[src/rtl/product_accumulator.sv]
// product_accumulator: sums COUNT_MAX valid products per window and pulses out_valid with the sum.
// Optional SATURATE_EN: clamp the accumulator on carry instead of wrapping.
module product_accumulator #(
  parameter int P_WIDTH = 16,
  parameter int ACC_WIDTH = 24,
  parameter int COUNT_MAX = 16,
  localparam int CNT_W = $clog2(COUNT_MAX + 1)
) (
  input  logic                 clk,
  input  logic                 rst_n,
  input  logic [P_WIDTH-1:0]   in_P,
  input  logic                 in_valid,
  input  logic                 clear,
  output logic [ACC_WIDTH-1:0] out_acc,
  output logic                 out_valid,
  output logic [CNT_W-1:0]     out_count,
  output logic                 overflow
);
  typedef enum logic [1:0] {IDLE, ACC, DONE} state_t;
  state_t state_q, state_d;
  logic [ACC_WIDTH-1:0] acc_q, acc_d, out_acc_q, out_acc_d, acc_add;
  logic [CNT_W-1:0] cnt_q, cnt_d;
  logic ovf_q, ovf_d;
  logic [ACC_WIDTH:0] ext, sum;
  always_comb begin
    ext = {{(ACC_WIDTH + 1 - P_WIDTH){1'b0}}, in_P};
    sum = {1'b0, acc_q} + ext;
`ifdef SATURATE_EN
    acc_add = sum[ACC_WIDTH] ? '1 : sum[ACC_WIDTH-1:0];
`else
    acc_add = sum[ACC_WIDTH-1:0];
`endif
    state_d = state_q;
    acc_d = acc_q;
    cnt_d = cnt_q;
    ovf_d = ovf_q;
    out_acc_d = out_acc_q;
    if (clear) begin
      state_d = IDLE;
      acc_d = '0;
      cnt_d = '0;
      ovf_d = 1'b0;
    end else if (state_q == ACC && in_valid) begin
      acc_d = acc_add;
      cnt_d = cnt_q + 1'b1;
      ovf_d = ovf_q | sum[ACC_WIDTH];
      if (cnt_q == CNT_W'(COUNT_MAX - 1)) begin
        state_d = DONE;
        out_acc_d = acc_add;
      end
    end else if (state_q != ACC && in_valid) begin
      acc_d = ext[ACC_WIDTH-1:0];
      cnt_d = CNT_W'(1);
      ovf_d = 1'b0;
      state_d = (COUNT_MAX == 1) ? DONE : ACC;
      out_acc_d = (COUNT_MAX == 1) ? ext[ACC_WIDTH-1:0] : out_acc_q;
    end else if (state_q == DONE) begin
      state_d = IDLE;
      cnt_d = '0;
    end
  end
  always_ff @(posedge clk or negedge rst_n) begin
    if (!rst_n) begin
      state_q <= IDLE;
      acc_q <= '0;
      cnt_q <= '0;
      ovf_q <= 1'b0;
      out_acc_q <= '0;
    end else begin
      state_q <= state_d;
      acc_q <= acc_d;
      cnt_q <= cnt_d;
      ovf_q <= ovf_d;
      out_acc_q <= out_acc_d;
    end
  end
  assign out_acc = out_acc_q;
  assign out_valid = (state_q == DONE);
  assign out_count = cnt_q;
  assign overflow = ovf_q;
endmodule

[config.mk]
export PLATFORM = sky130hd
export DESIGN_NAME = product_accumulator
export DESIGN_NICKNAME = d
export VERILOG_FILES = /design/src/rtl/product_accumulator.sv
export SDC_FILE = /design/constraint.sdc
export NUM_CORES = 1
export LEC_CHECK = 0
export ABC_AREA = 1
export CAP_MARGIN = 10
export CORE_ASPECT_RATIO = 0.7
export CORE_UTILIZATION = 60
export DETAILED_ROUTE_END_ITERATION = 16
export PLACE_DENSITY = 0.87
export SETUP_SLACK_MARGIN = 0.1
export SLEW_MARGIN = 10
export SYNTH_ARGS = -nofsm -noshare
export SYNTH_HDL_FRONTEND = slang
export SYNTH_SLANG_ARGS = --single-unit
[constraint.sdc]
create_clock -name clk -period 4.5 [get_ports clk]
set_input_delay 1.35 -clock clk [delete_from_list [all_inputs] [get_ports clk]]
set_output_delay 1.35 -clock clk [all_outputs]
set_load 0.02 [all_outputs]
## Yosys cells after proc, flatten, opt, wreduce, memory -nomap -nowiden

Index checks and enable logic that the tools add are counted.

| operators by class | value |
|---|---|
| add/sub/neg operators | 2 |
| muxes and demuxes | 15 |
| reductions and logical operators | 6 |
| magnitude comparators | 0 |
| shifts and indexed selects | 0 |
| bitwise operators | 2 |
| multipliers | 0 |
| div/mod/pow operators | 0 |
| eq/ne operators | 5 |

Operator list:

| operator | number |
|---|---|
| $mux W24 | 3 |
| $add A24 B16 Y25 | 1 |
| $mux W5 | 4 |
| $mux W2 | 5 |
| $add A5 B1 Y5 const B | 1 |
| $eq A5 B4 Y1 const B | 1 |
| $reduce_bool A4 Y1 | 1 |
| $mux W1 | 3 |
| $ne A3 B2 Y1 const B | 1 |
| $reduce_and A3 Y1 | 1 |
| $reduce_bool A3 Y1 | 1 |
| $eq A2 B1 Y1 const B | 1 |
| $eq A2 B2 Y1 const B | 1 |
| $logic_and A1 B1 Y1 | 2 |
| $ne A2 B1 Y1 const B | 1 |
| $reduce_and A2 Y1 | 1 |
| $not A1 Y1 | 1 |
| $or A1 B1 Y1 | 1 |

| word-level totals | value |
|---|---|
| bits in latches | 0 |
| bits in read-only memories | 0 |
| output and inout bits | 31 |
| memories kept | 0 |
| bits in registers | 56 |
| memory bits (writable) | 0 |
| input bits | 20 |

## Longest topological paths before layout

| depth | value |
|---|---|
| word-level depth | 5 |
| mapped depth | 12 |
| gate-level depth less buffers | 12 |

## Least setup slack after synthesis

No wires, ideal clock.

| path | value |
|---|---|
| kind | input to register |
| start | input in_P[0] |
| end | register acc_q[20] |
| path slack | 1658 ps |
| stages | 11 |
| arrival | 2724 ps |
| cell sequence | ha_1 > inv_1 > fa_1 > o21ai_0 > nand3_1 > nand2_1 > nand2_1 > nand2_1 > nand3_1 > nand3_1 > nand2_1 |

| on the way | value |
|---|---|
| longest elaborated chain between the ends | 3 |

Ends and longest elaborated chain:

| item | line | source |
|---|---|---|
| start, declared | 11 | `input logic [P_WIDTH-1:0] in_P,` |
| $add A24 B16 Y25 | 27 | `sum = {1'b0, acc_q} + ext;` |
| $mux W24 | 43 | `end else if (state_q == ACC && in_valid) begin` |
| $mux W24 | 38 | `if (clear) begin` |
| end signal, assigned | 65 | `acc_q <= '0;` |
| end signal, assigned | 71 | `acc_q <= acc_d;` |
| end, declared | 21 | `logic [ACC_WIDTH-1:0] acc_q, acc_d, out_acc_q, out_acc_d, acc_add;` |

Every way passes these cells.
A chain may end at the register's enable or synchronous reset.

## Final worst setup path

| path | value |
|---|---|
| start | input in_P[0] |
| end | register out_acc_q[20] (netlist: out_acc[20]) |

| on the way | value |
|---|---|
| longest elaborated chain between the ends | 1 |

Ends and longest elaborated chain:

| item | line | source |
|---|---|---|
| $add A24 B16 Y25 | 27 |  |
| end signal, assigned | 74 | `out_acc_q <= out_acc_d;` |
| end, declared | 21 |  |

Every way passes these cells.

==> flow_summary.ini <==
[cts]
root_buffer = clkbuf_8
worstSkewPairLatency_ns = 0.32
ctsLongestPathBuffers = 2
holdBufCountCts = 0
postCtsSetupBuffers = 0
postCtsResizedCells = 0
clk_pin_slew_ns = 0.11
numCtsBuffers = 5
cts_tree = yes
numClockSinks = 56
cts_max_level = 2

[logic_synthesis]
synth_area_leaders = dfrtp_1 (37%), nand2_1 (21%), nand3_1 (9.0%), inv_1 (7.2%), ha_1 (6.0%)
synthCells = 545
synth_edf_count = 0
ys_types = 32
synth_async_sr_flop_share = 1.00
synth_top_area_cell = dfrtp_1
yosysWarnings = 0
synthesis.area_um2 = 3740
synth_top_flop_cell = dfrtp_1
synthTopCellsByCount = nand2_1 (207), inv_1 (72), nand3_1 (67)
syn-num-nets = 584
syn_area_per_cell_um2 = 6.87
synth_most_common_cell = nand2_1
ys_ff_latch = 56
seq_area_frac_synth = 0.374
synth_top_area_frac = 0.374

[pwr]
power_frac_seq = 0.453
p_int_uw = 819
p_per_area_nw_per_um2 = 276
clockPowerShare = 0.277
p_sw_frac = 0.328
vdd_drop_max_mv = 0.188
switchingPower_uw = 399
pwr-share-comb = 0.270
p_leak_nw = 2.31
p_total_mw = 1.22

[timing]
period_minus_slack_ns = 3.30
finalSetupViolCount = 0
clock_skew_ns = 0.00996
worst_slew_pin_slew_ns = 0.726
hold_viol = 0
fin_crit_sh = 0.732
maxSlewViolCount = 0
hold-worst-slack_ns = 0.494
final.setup.tns_ns = 0
setup_ws_ns = 1.20
relSlewSlack = 0.516
fmax_ghz = 0.303
rsz0062_at_grt = false

[routing]
drtAntennaViolNets = 0
routed-wl-met3_um = 1100
drtIter0Drc = 363
dr_wl_met2_um = 4100
wl_met1_um = 4660
top_layer = met4
wire_per_inst_um = 14.9
first_pass_iters = 5
drc = 0
vias_per_cell = 5.62
wl_um = 9970
vias = 3773

[setup_path]
crit_path_top_delay_cell = clkdlybuf4s50_1
end_kind = flip-flop
critPathTopFamily = simple AND/OR/NAND/NOR gates
cp.buffers_inverters = 2
crit_required_ns = 4.77
crit_top_cell = nand2_1
rrSetupSlack_ns = 2.34
startpoint_type = primary input
slowest_delay_ns = 0.49
worstSetupPathType = primary input to flip-flop
crit_arrival_ns = 3.56
crit_path_max_fanout = 3
crit_chain = clkdlybuf4s50_1 -> ha_1 -> inv_1 -> fa_1 -> o21ai_0 -> nand3_1 -> nand2_1 -> nand2_1 -> nand2_1 -> nand2_1 -> nand2_1 -> nand3_1 -> nand2_1

[placement]
dp_slack_ns = 0.890
hpwl_um = 7440
dp_cells = 663
port_buffers = 50
place_area_um2 = 4300
gp_congestion = 0.960

[grt]
grt_pass1_wl_um = 16000
grt_antenna_before_repair = 0
grt_remaining_overflow = 0
grt_max_degree = 35
grt_usage = 0.327
grt_pass1_vias = 3328

[hold_path]
min-delay-path-class = flip-flop to flip-flop

[finish]
nets = 634
num_antenna_cells = 0
drive_above_1_share = 0.0436
finalNonFillerCells = 671
design_area_um2 = 4410
area_delta_synth_final_pct = 17.6
final_core_util = 0.750

[floorplan]
dieHeight_um = 68.1
core_area_um2 = 5870
pin_count = 51
rows = 23
die_x_um = 96.4
fp.dieArea_um2 = 6570
start_util = 0.638

[flow_run]
drv_cap = 0

[status]
outcome = finished, final reports clean
==> state kept, by name, indices dropped and copies added, names as in the netlist <==
register	flops
acc_q	24
out_acc	24
out_count	5
overflow	1
state_q	2
==> final timing paths <==
| kind | from | depth (start not counted) | to |
|---|---|---|---|
| setup / recovery | in_P[0] | 13 | out_acc[20] |
| hold / removal | out_acc[19] | 2 | out_acc[19] |
| setup reg to reg | state_q[0] | 8 | state_q[1] |
| hold reg to reg | out_acc[19] | 2 | out_acc[19] |
| max in group asynchronous | rst_n | 2 | out_acc[19] |
| min in group asynchronous | rst_n | 1 | state_q[0] |
==> kinds of logic after synthesis <==
family / Yosys count / synth area share
and+or+nand+nor: 332 / 0.378
xor gates and xnor gates: 7 / 0.0164
AOI/OAI and AO/OA: 42 / 0.0698
adders and majority gates: 19 / 0.0655
buffers and inverters: 89 / 0.0959
DFF: 56 / 0.374
==> worst min-delay path, stage by stage, from the launching register on <==
cell and delay [ns]:
dfrtp_1 0.35, nand2_1 0.06, nand2_1 0.06
==> cell usage in the layout, fill, tap and decap left out, types with 2 or more instances in the layout <==
| cell | synthesis | layout |
|---|---|---|
| ha_1 | 18 | 18 |
| nor2_1 | 33 | 33 |
| buf_4 | 2 | 4 |
| o21bai_1 | 2 | 2 |
| nand3_1 | 67 | 67 |
| nor3_1 | 5 | 5 |
| clkdlybuf4s50_1 | 0 | 49 |
| dfrtp_1 | 56 | 56 |
| a32o_1 | 4 | 4 |
| nor2_4 | 2 | 2 |
| inv_2 | 6 | 6 |
| a21oi_1 | 11 | 11 |
| o22ai_1 | 2 | 2 |
| nand4_1 | 7 | 7 |
| o21ai_0 | 5 | 5 |
| inv_1 | 72 | 72 |
| o211ai_1 | 6 | 6 |
| xor2_1 | 2 | 2 |
| o21ai_1 | 9 | 9 |
| clkbuf_8 | 0 | 5 |
| nand3b_1 | 5 | 5 |
| nand2_1 | 207 | 207 |
| or2_2 | 3 | 3 |
| xnor2_1 | 5 | 5 |
==> power by group through the flow <==
stage          combinational [mW]  sequential [mW]  clock, mW
2_1_floorplan               0.192            0.574          0
3_3_place_gp                0.313            0.559          0
3_5_place_dp                0.321            0.561          0
4_1_cts                     0.324            0.551      0.340
5_1_grt                     0.363            0.556      0.359
6_report                    0.329            0.552      0.337
==> metal layers <==
layer,GRT usage,up-vias
li1,-,1832
met1,0.492,1718
met2,0.486,203
met3,0.0678,20
met4,0.0643,0
met5,0,-
==> layout make-up <==
cell class	count	area [µm²]
clock buffers	6	72.6
clock inverters	2	35.0
fillers	478	1470
inverters	78	293
multi-input cells	400	1980
flip-flops and latches	56	1400
well taps	75	93.8
repair buffers	54	526
Power figures use the tool's default switching activity.
